--- src/rtl/param_seq_detector.sv ---
// Serial pattern detector with a runtime-loadable PAT_LEN-bit pattern, optional overlap,
// a wrapping match counter and a 7-segment digit showing the counter's low nibble.
module param_seq_detector #(
  parameter int PAT_LEN = 4,
  parameter int CNT_W   = 8
) (
  input  logic               clk,
  input  logic               rst,
  input  logic               bit_in,
  input  logic               bit_valid,
  input  logic [PAT_LEN-1:0] pat_in,
  input  logic               pat_load,
  input  logic               overlap_en,
  input  logic               cnt_clr,
  output logic               match,
  output logic [CNT_W-1:0]   match_cnt,
  output logic [7:0]         seg
);

  localparam int FILL_W = $clog2(PAT_LEN + 1);
  localparam logic [FILL_W-1:0] FILL_FULL = FILL_W'(PAT_LEN);

  generate
    if (PAT_LEN < 2 || PAT_LEN > 8) begin : g_bad_pat_len
      $error("param_seq_detector: PAT_LEN must be in 2..8");
    end
    if (CNT_W < 4 || CNT_W > 16) begin : g_bad_cnt_w
      $error("param_seq_detector: CNT_W must be in 4..16");
    end
  endgenerate

  function automatic logic [6:0] hex_glyph(input logic [3:0] nib);
    logic [6:0] g;
    case (nib)
      4'h0: g = 7'h3F;
      4'h1: g = 7'h06;
      4'h2: g = 7'h5B;
      4'h3: g = 7'h4F;
      4'h4: g = 7'h66;
      4'h5: g = 7'h6D;
      4'h6: g = 7'h7D;
      4'h7: g = 7'h07;
      4'h8: g = 7'h7F;
      4'h9: g = 7'h6F;
      4'hA: g = 7'h77;
      4'hB: g = 7'h7C;
      4'hC: g = 7'h39;
      4'hD: g = 7'h5E;
      4'hE: g = 7'h79;
      default: g = 7'h71;
    endcase
    return g;
  endfunction

  logic [PAT_LEN-1:0] pat_q,   pat_d;
  logic [PAT_LEN-1:0] hist_q,  hist_d;
  logic [FILL_W-1:0]  fill_q,  fill_d;
  logic               match_q, match_d;
  logic [CNT_W-1:0]   cnt_q,   cnt_d;
  logic [6:0]         glyph_q, glyph_d;

  logic [PAT_LEN-1:0] hist_shift;
  logic [FILL_W-1:0]  fill_inc;
  logic               hit;

  always_comb begin
    hist_shift = {hist_q[PAT_LEN-2:0], bit_in};
    fill_inc   = (fill_q == FILL_FULL) ? FILL_FULL : fill_q + 1'b1;
    // A load in the same cycle drops the incoming bit, so it can never complete a match.
    hit        = bit_valid && !pat_load && (fill_inc == FILL_FULL) && (hist_shift == pat_q);

    pat_d   = pat_q;
    hist_d  = hist_q;
    fill_d  = fill_q;
    cnt_d   = cnt_q;
    match_d = hit;
    glyph_d = hex_glyph(cnt_q[3:0]);

    if (pat_load) begin
      pat_d  = pat_in;
      hist_d = '0;
      fill_d = '0;
    end else if (bit_valid) begin
      if (hit && !overlap_en) begin
        hist_d = '0;
        fill_d = '0;
      end else begin
        hist_d = hist_shift;
        fill_d = fill_inc;
      end
    end

    if (cnt_clr) begin
      cnt_d = '0;
    end else if (hit) begin
      cnt_d = cnt_q + 1'b1;
    end
  end

  always_ff @(posedge clk) begin
    if (rst) begin
      pat_q   <= '1;
      hist_q  <= '0;
      fill_q  <= '0;
      match_q <= 1'b0;
      cnt_q   <= '0;
      glyph_q <= 7'h3F;
    end else begin
      pat_q   <= pat_d;
      hist_q  <= hist_d;
      fill_q  <= fill_d;
      match_q <= match_d;
      cnt_q   <= cnt_d;
      glyph_q <= glyph_d;
    end
  end

  assign match     = match_q;
  assign match_cnt = cnt_q;
  assign seg       = {match_q, glyph_q};

endmodule

--- config.mk ---
export PLATFORM = sky130hd
export DESIGN_NAME = param_seq_detector
export DESIGN_NICKNAME = d
export VERILOG_FILES = /design/src/rtl/param_seq_detector.sv
export SDC_FILE = /design/constraint.sdc
export NUM_CORES = 1
export LEC_CHECK = 0
export ABC_CLOCK_PERIOD_IN_PS = 2900
export CORE_MARGIN = 1
export CORE_UTILIZATION = 50
export DETAILED_ROUTE_END_ITERATION = 12
export GPL_TIMING_DRIVEN = 0
export PLACE_DENSITY = 0.79
export SLEW_MARGIN = 20
export SYNTH_ARGS = -nofsm -noshare
export SYNTH_HDL_FRONTEND = slang
export SYNTH_SLANG_ARGS = --single-unit
--- constraint.sdc ---
create_clock -name clk -period 2.9 [get_ports clk]
set_input_delay 0.58 -clock clk [delete_from_list [all_inputs] [get_ports clk]]
set_output_delay 0.58 -clock clk [all_outputs]
set_load 0.05 [all_outputs]
==> Word-level counts from Yosys, hierarchy flattened <==
Memories as Yosys holds them, arrays and structs flattened. A register that Yosys moved wholly into a read port is not among the register bits.
Index checks and enable logic that the tools add are counted.
{ "word_totals": {"ff_bits": 19, "word_cells": 22, "in_bits": 11, "output_inout_bits": 17, "rom_bits": 112, "memories": 1} }
{ "mem_list": {"columns": ["name", "depth", "word_bits", "rd", "rd_clocked_by_memory_dff", "write_ports", "line_no", "source"], "rows": [
  ["(name not given)", 16, 7, 1, 1, 0, "34", "case (nib)"]
]} }
{ "op_classes": {"reduce_logical": 8, "n_addsub": 2, "eq_ne": 3, "muxes": 3} }
{ "op_table": {"columns": ["operator", "count"], "rows": [
  ["2-to-1 mux 3 bit", 3],
  ["adder 8 x 1 -> 8 bit (second input constant)", 1],
  ["equality test 3 bit (second input constant)", 2],
  ["equality test 4 bit", 1],
  ["logical AND 1 bit", 4],
  ["OR reduction 2 bit", 2],
  ["adder 3 x 1 -> 3 bit (second input constant)", 1],
  ["zero test 1 bit", 2]
]} }

==> Longest topological paths before layout <==
{ "logic_depth": {"depth_word": 7, "depth_mapped": 7, "mapped_depth_nobuf": 7} }

==> Worst setup path after synthesis <==
No wires, ideal clock.
{ "synth_timing": {"path_kind": "input to register", "startpoint": "input bit_in", "endpoint": "register cnt_q[5], in the netlist match_cnt[5]", "setup_slack_ps": 791, "setup_time_ps": 70, "path_buffers": 0, "t_arrival_ps": 2039, "cell_stages": 5, "required_ps": 2830, "cell_sequence": "xor2_1 > or4_4 > or3_4 > or3_1 > a21oi_1"} }
{ "synth_via": {"elab_chain_cells": 2} }
{ "synth_lines": {"columns": ["element", "line_no", "source"], "rows": [
  ["start, declared", "9", "input logic bit_in,"],
  ["equality test 4 bit", "70", "hit = bit_valid && !pat_load && (fill_inc == FILL_FULL) && (hist_shift == pat_q);"],
  ["logical AND 1 bit", "70", null],
  ["end signal, assigned", "113", "cnt_q <= cnt_d;"],
  ["end, declared", "59", "logic [CNT_W-1:0] cnt_q, cnt_d;"]
]} }
Every way passes these cells.
A chain may end at the register's enable or synchronous reset.

==> Worst setup path in the final report <==
{ "layout_timing": {"startpoint": "input bit_in", "endpoint": "register cnt_q[7], in the netlist match_cnt[7]"} }
The elaborated chain is that of the path after synthesis.

==> reports/metrics.cfg <==
[synthesis]
syn_inst=147
synth_edf_count=0
synthDistinctLibCells=39
seq_area_frac_synth_pct=39.4
synth_ff_type=dfxtp_1
yosys_register_bits=26
syn-cell-area_sq_um=1320
synth.net_count=168
ys_warn_count=0
ys_async_sr_fraction_pct=0
syn-mean-instance-area_sq_um=9.00

[routing]
via_count=1142
drtAntennaViolNets=0
wl_per_cell_um=12.7
routed_via_density=5.52
wirelength_um=2640
drtIter0Drc=29
drt_first_pass_iters=4
drc=0

[sta]
drv_slew=0
skew_ps=4.11
rsz0062_at_grt=false
finalCritPeriodShare_pct=83.6
setup_viol=0
tightest_slew_ps=535
fmax_ghz=0.412
slew_headroom_pct=63.9
period_minus_slack_ps=2420
finalHoldViolCount=0
setup_tns_ps=0

[cells_and_area]
n_antenna_cell=0
fin_area_sq_um=1650
area_delta_synth_final_pct=25.0
final_nets=200
finalNonFillerCells=207
drive_gt1_share_pct=7.91

[worst_setup_path]
start_kind=primary input
endpoint_kind=flip-flop
path_buf_inv=1
r2r_end=match_cnt[7]
max_stage_delay_ps=530
crit_chain=clkdlybuf4s50_1 -> xor2_1 -> or4_4 -> nor3_2 -> nand4_1 -> mux2_2
critPathKind=primary input to flip-flop
worstReg2RegStart=fill_q[0]
cp_data_arrival_time_ps=2640
ff2ff_setup_slack_ps=620
cp_max_fo=7
crit_slowest_cell=or4_4
worst_ep_required_time_ps=3120
reg2regPathDepth=7
path_delay_family=simple AND/OR/NAND/NOR gates

[hold_path]
worstHoldEndpoint=hist_q[2]
min_path_cells=2
hp-class=flip-flop to flip-flop
hp-start=hist_q[2]

[floorplanning]
die_w_um=53.4
start_util_pct=53.4
coreArea_sq_um=2480
fp.dieH_um=53.4
ios=28
dieArea_sq_um=2850
num_rows=18

[clock_tree]
clock_latency_ps=310
cts-root-buf=clkbuf_4
cts-hold-fix-buffers=0
path_clk_slew_ps=130
post_cts_buffers=0
cts_buffer_depth=2
cts_tree=yes
cts.sinks=26
numCtsBuffers=3
htree_levels=1
post_cts_resized=0

[power]
ir_drop_mv=0.323
power.density_nw_per_um2=340
p_total_uw=561
cellLeakagePower_uw=0.000602

[global_routing]
grt_pass1_wl_um=4420
antenna_found_initial=0
grt_max_degree=14
grt_pass1_vias=1023
globalRoute.totalOverflow=0
grt_usage_pct=21.3

[placement]
post-dp-hpwl_um=2030
io_buffers=27
dp_cells=204
dpl_cell_area_sq_um=1630
routabilityCongestion=0.766

[job]
cap_violations=0

[outcome]
status=complete, no violations

[flip-flops by register name, indices dropped and copies added, names as in the netlist]
| name | cells |
|---|---|
| hist_q | 3 |
| match_cnt | 8 |
| pat_q | 4 |
| match | 1 |
| fill_q | 3 |
| glyph_q | 7 |
[how the worst max path moves through the flow]
stage            from      endpoint  slack, ps  depth (start not counted)
2_1_floorplan  bit_in  match_cnt[5]        790                          5
3_3_place_gp   bit_in  match_cnt[7]        190                          6
3_5_place_dp   bit_in  match_cnt[7]        160                          6
4_1_cts        bit_in  match_cnt[7]        510                          6
5_1_grt        bit_in  match_cnt[7]        380                          6
6_report       bit_in  match_cnt[7]        480                          6
[logic make-up after synthesis]
family | count (synthesis) | synth area share, %
fa+ha+maj | 10 | 9.46
flops | 26 | 39.4
buf+inv | 17 | 5.11
simple gates | 57 | 23.4
compound gates | 26 | 13.9
mux | 5 | 4.82
xor+xnor | 6 | 3.97
[through the flow]
step,setup slack (ps),hold slack (ps),util (%)
after floorplan,791,473,-
after CTS,514,514,66.7
final,475,515,66.7
after detailed placement,163,494,65.8
after global routing,383,531,66.7
after global placement,191,478,65.8
[Yosys cell counts (all sizes together), types with 5 or more instances]
cell | instances | area, sq um
nand3b | 6 | 45.0
nor2b | 5 | 31.3
nand3 | 5 | 25.0
dfxtp | 26 | 521
a21oi | 6 | 33.8
nor2 | 17 | 63.8
nand2 | 8 | 30.0
clkbuf | 6 | 22.5
inv | 8 | 30.0
ha | 10 | 125
a211o | 5 | 43.8
o21ai | 6 | 30.0
[worst min-delay path: stages (launching register included)]
cell and delay [ps]:
dfxtp_1 340, nand3b_1 70, o21ai_0 70
[layout make-up]
cell class,count,area (sq um)
Timing Repair Buffer,27,270
Tap cell,30,37.5
Multi-Input combinational cell,104,734
Clock buffer,3,22.5
Sequential cell,26,520
Buffer,8,33.8
Inverter,9,33.8
Fill cell,223,825
[where the power goes]
group	leakage (uW)	internal (uW)	switching, uW	total, uW
clock network	0.0000138	48.6	99.8	148
registers	0.000211	363	3.78	366
logic	0.000377	25.5	21.0	46.5
[metal layers]
| metal | global-route usage [%] | up-vias | part of all wire [%] | wire [um] |
|---|---|---|---|---|
| met4 | 8.77 | 0 | 0.64 | 17 |
| met1 | 26.7 | 534 | 45 | 1190 |
| met2 | 36.3 | 37 | 50 | 1320 |
| met5 | 0 | - | 0 | 0 |
| li1 | - | 567 | - | - |
| met3 | 2.59 | 4 | 3.9 | 103 |
[layout by cell type, fill, tap and decap left out, drive strengths merged, types with 3 or more instances in the layout]
cell and count:
or2 3, dfxtp 26, inv 8, o21ai 6, xor2 3, mux2i 3, clkbuf 9, a21oi 6
ha 10, nor2 17, nand2 8, a211o 5, nor2b 5, nand3b 6, clkdlybuf4s50 27, xnor2 3
nand3 5
No activity file was read; power rests on OpenSTA's default activity.
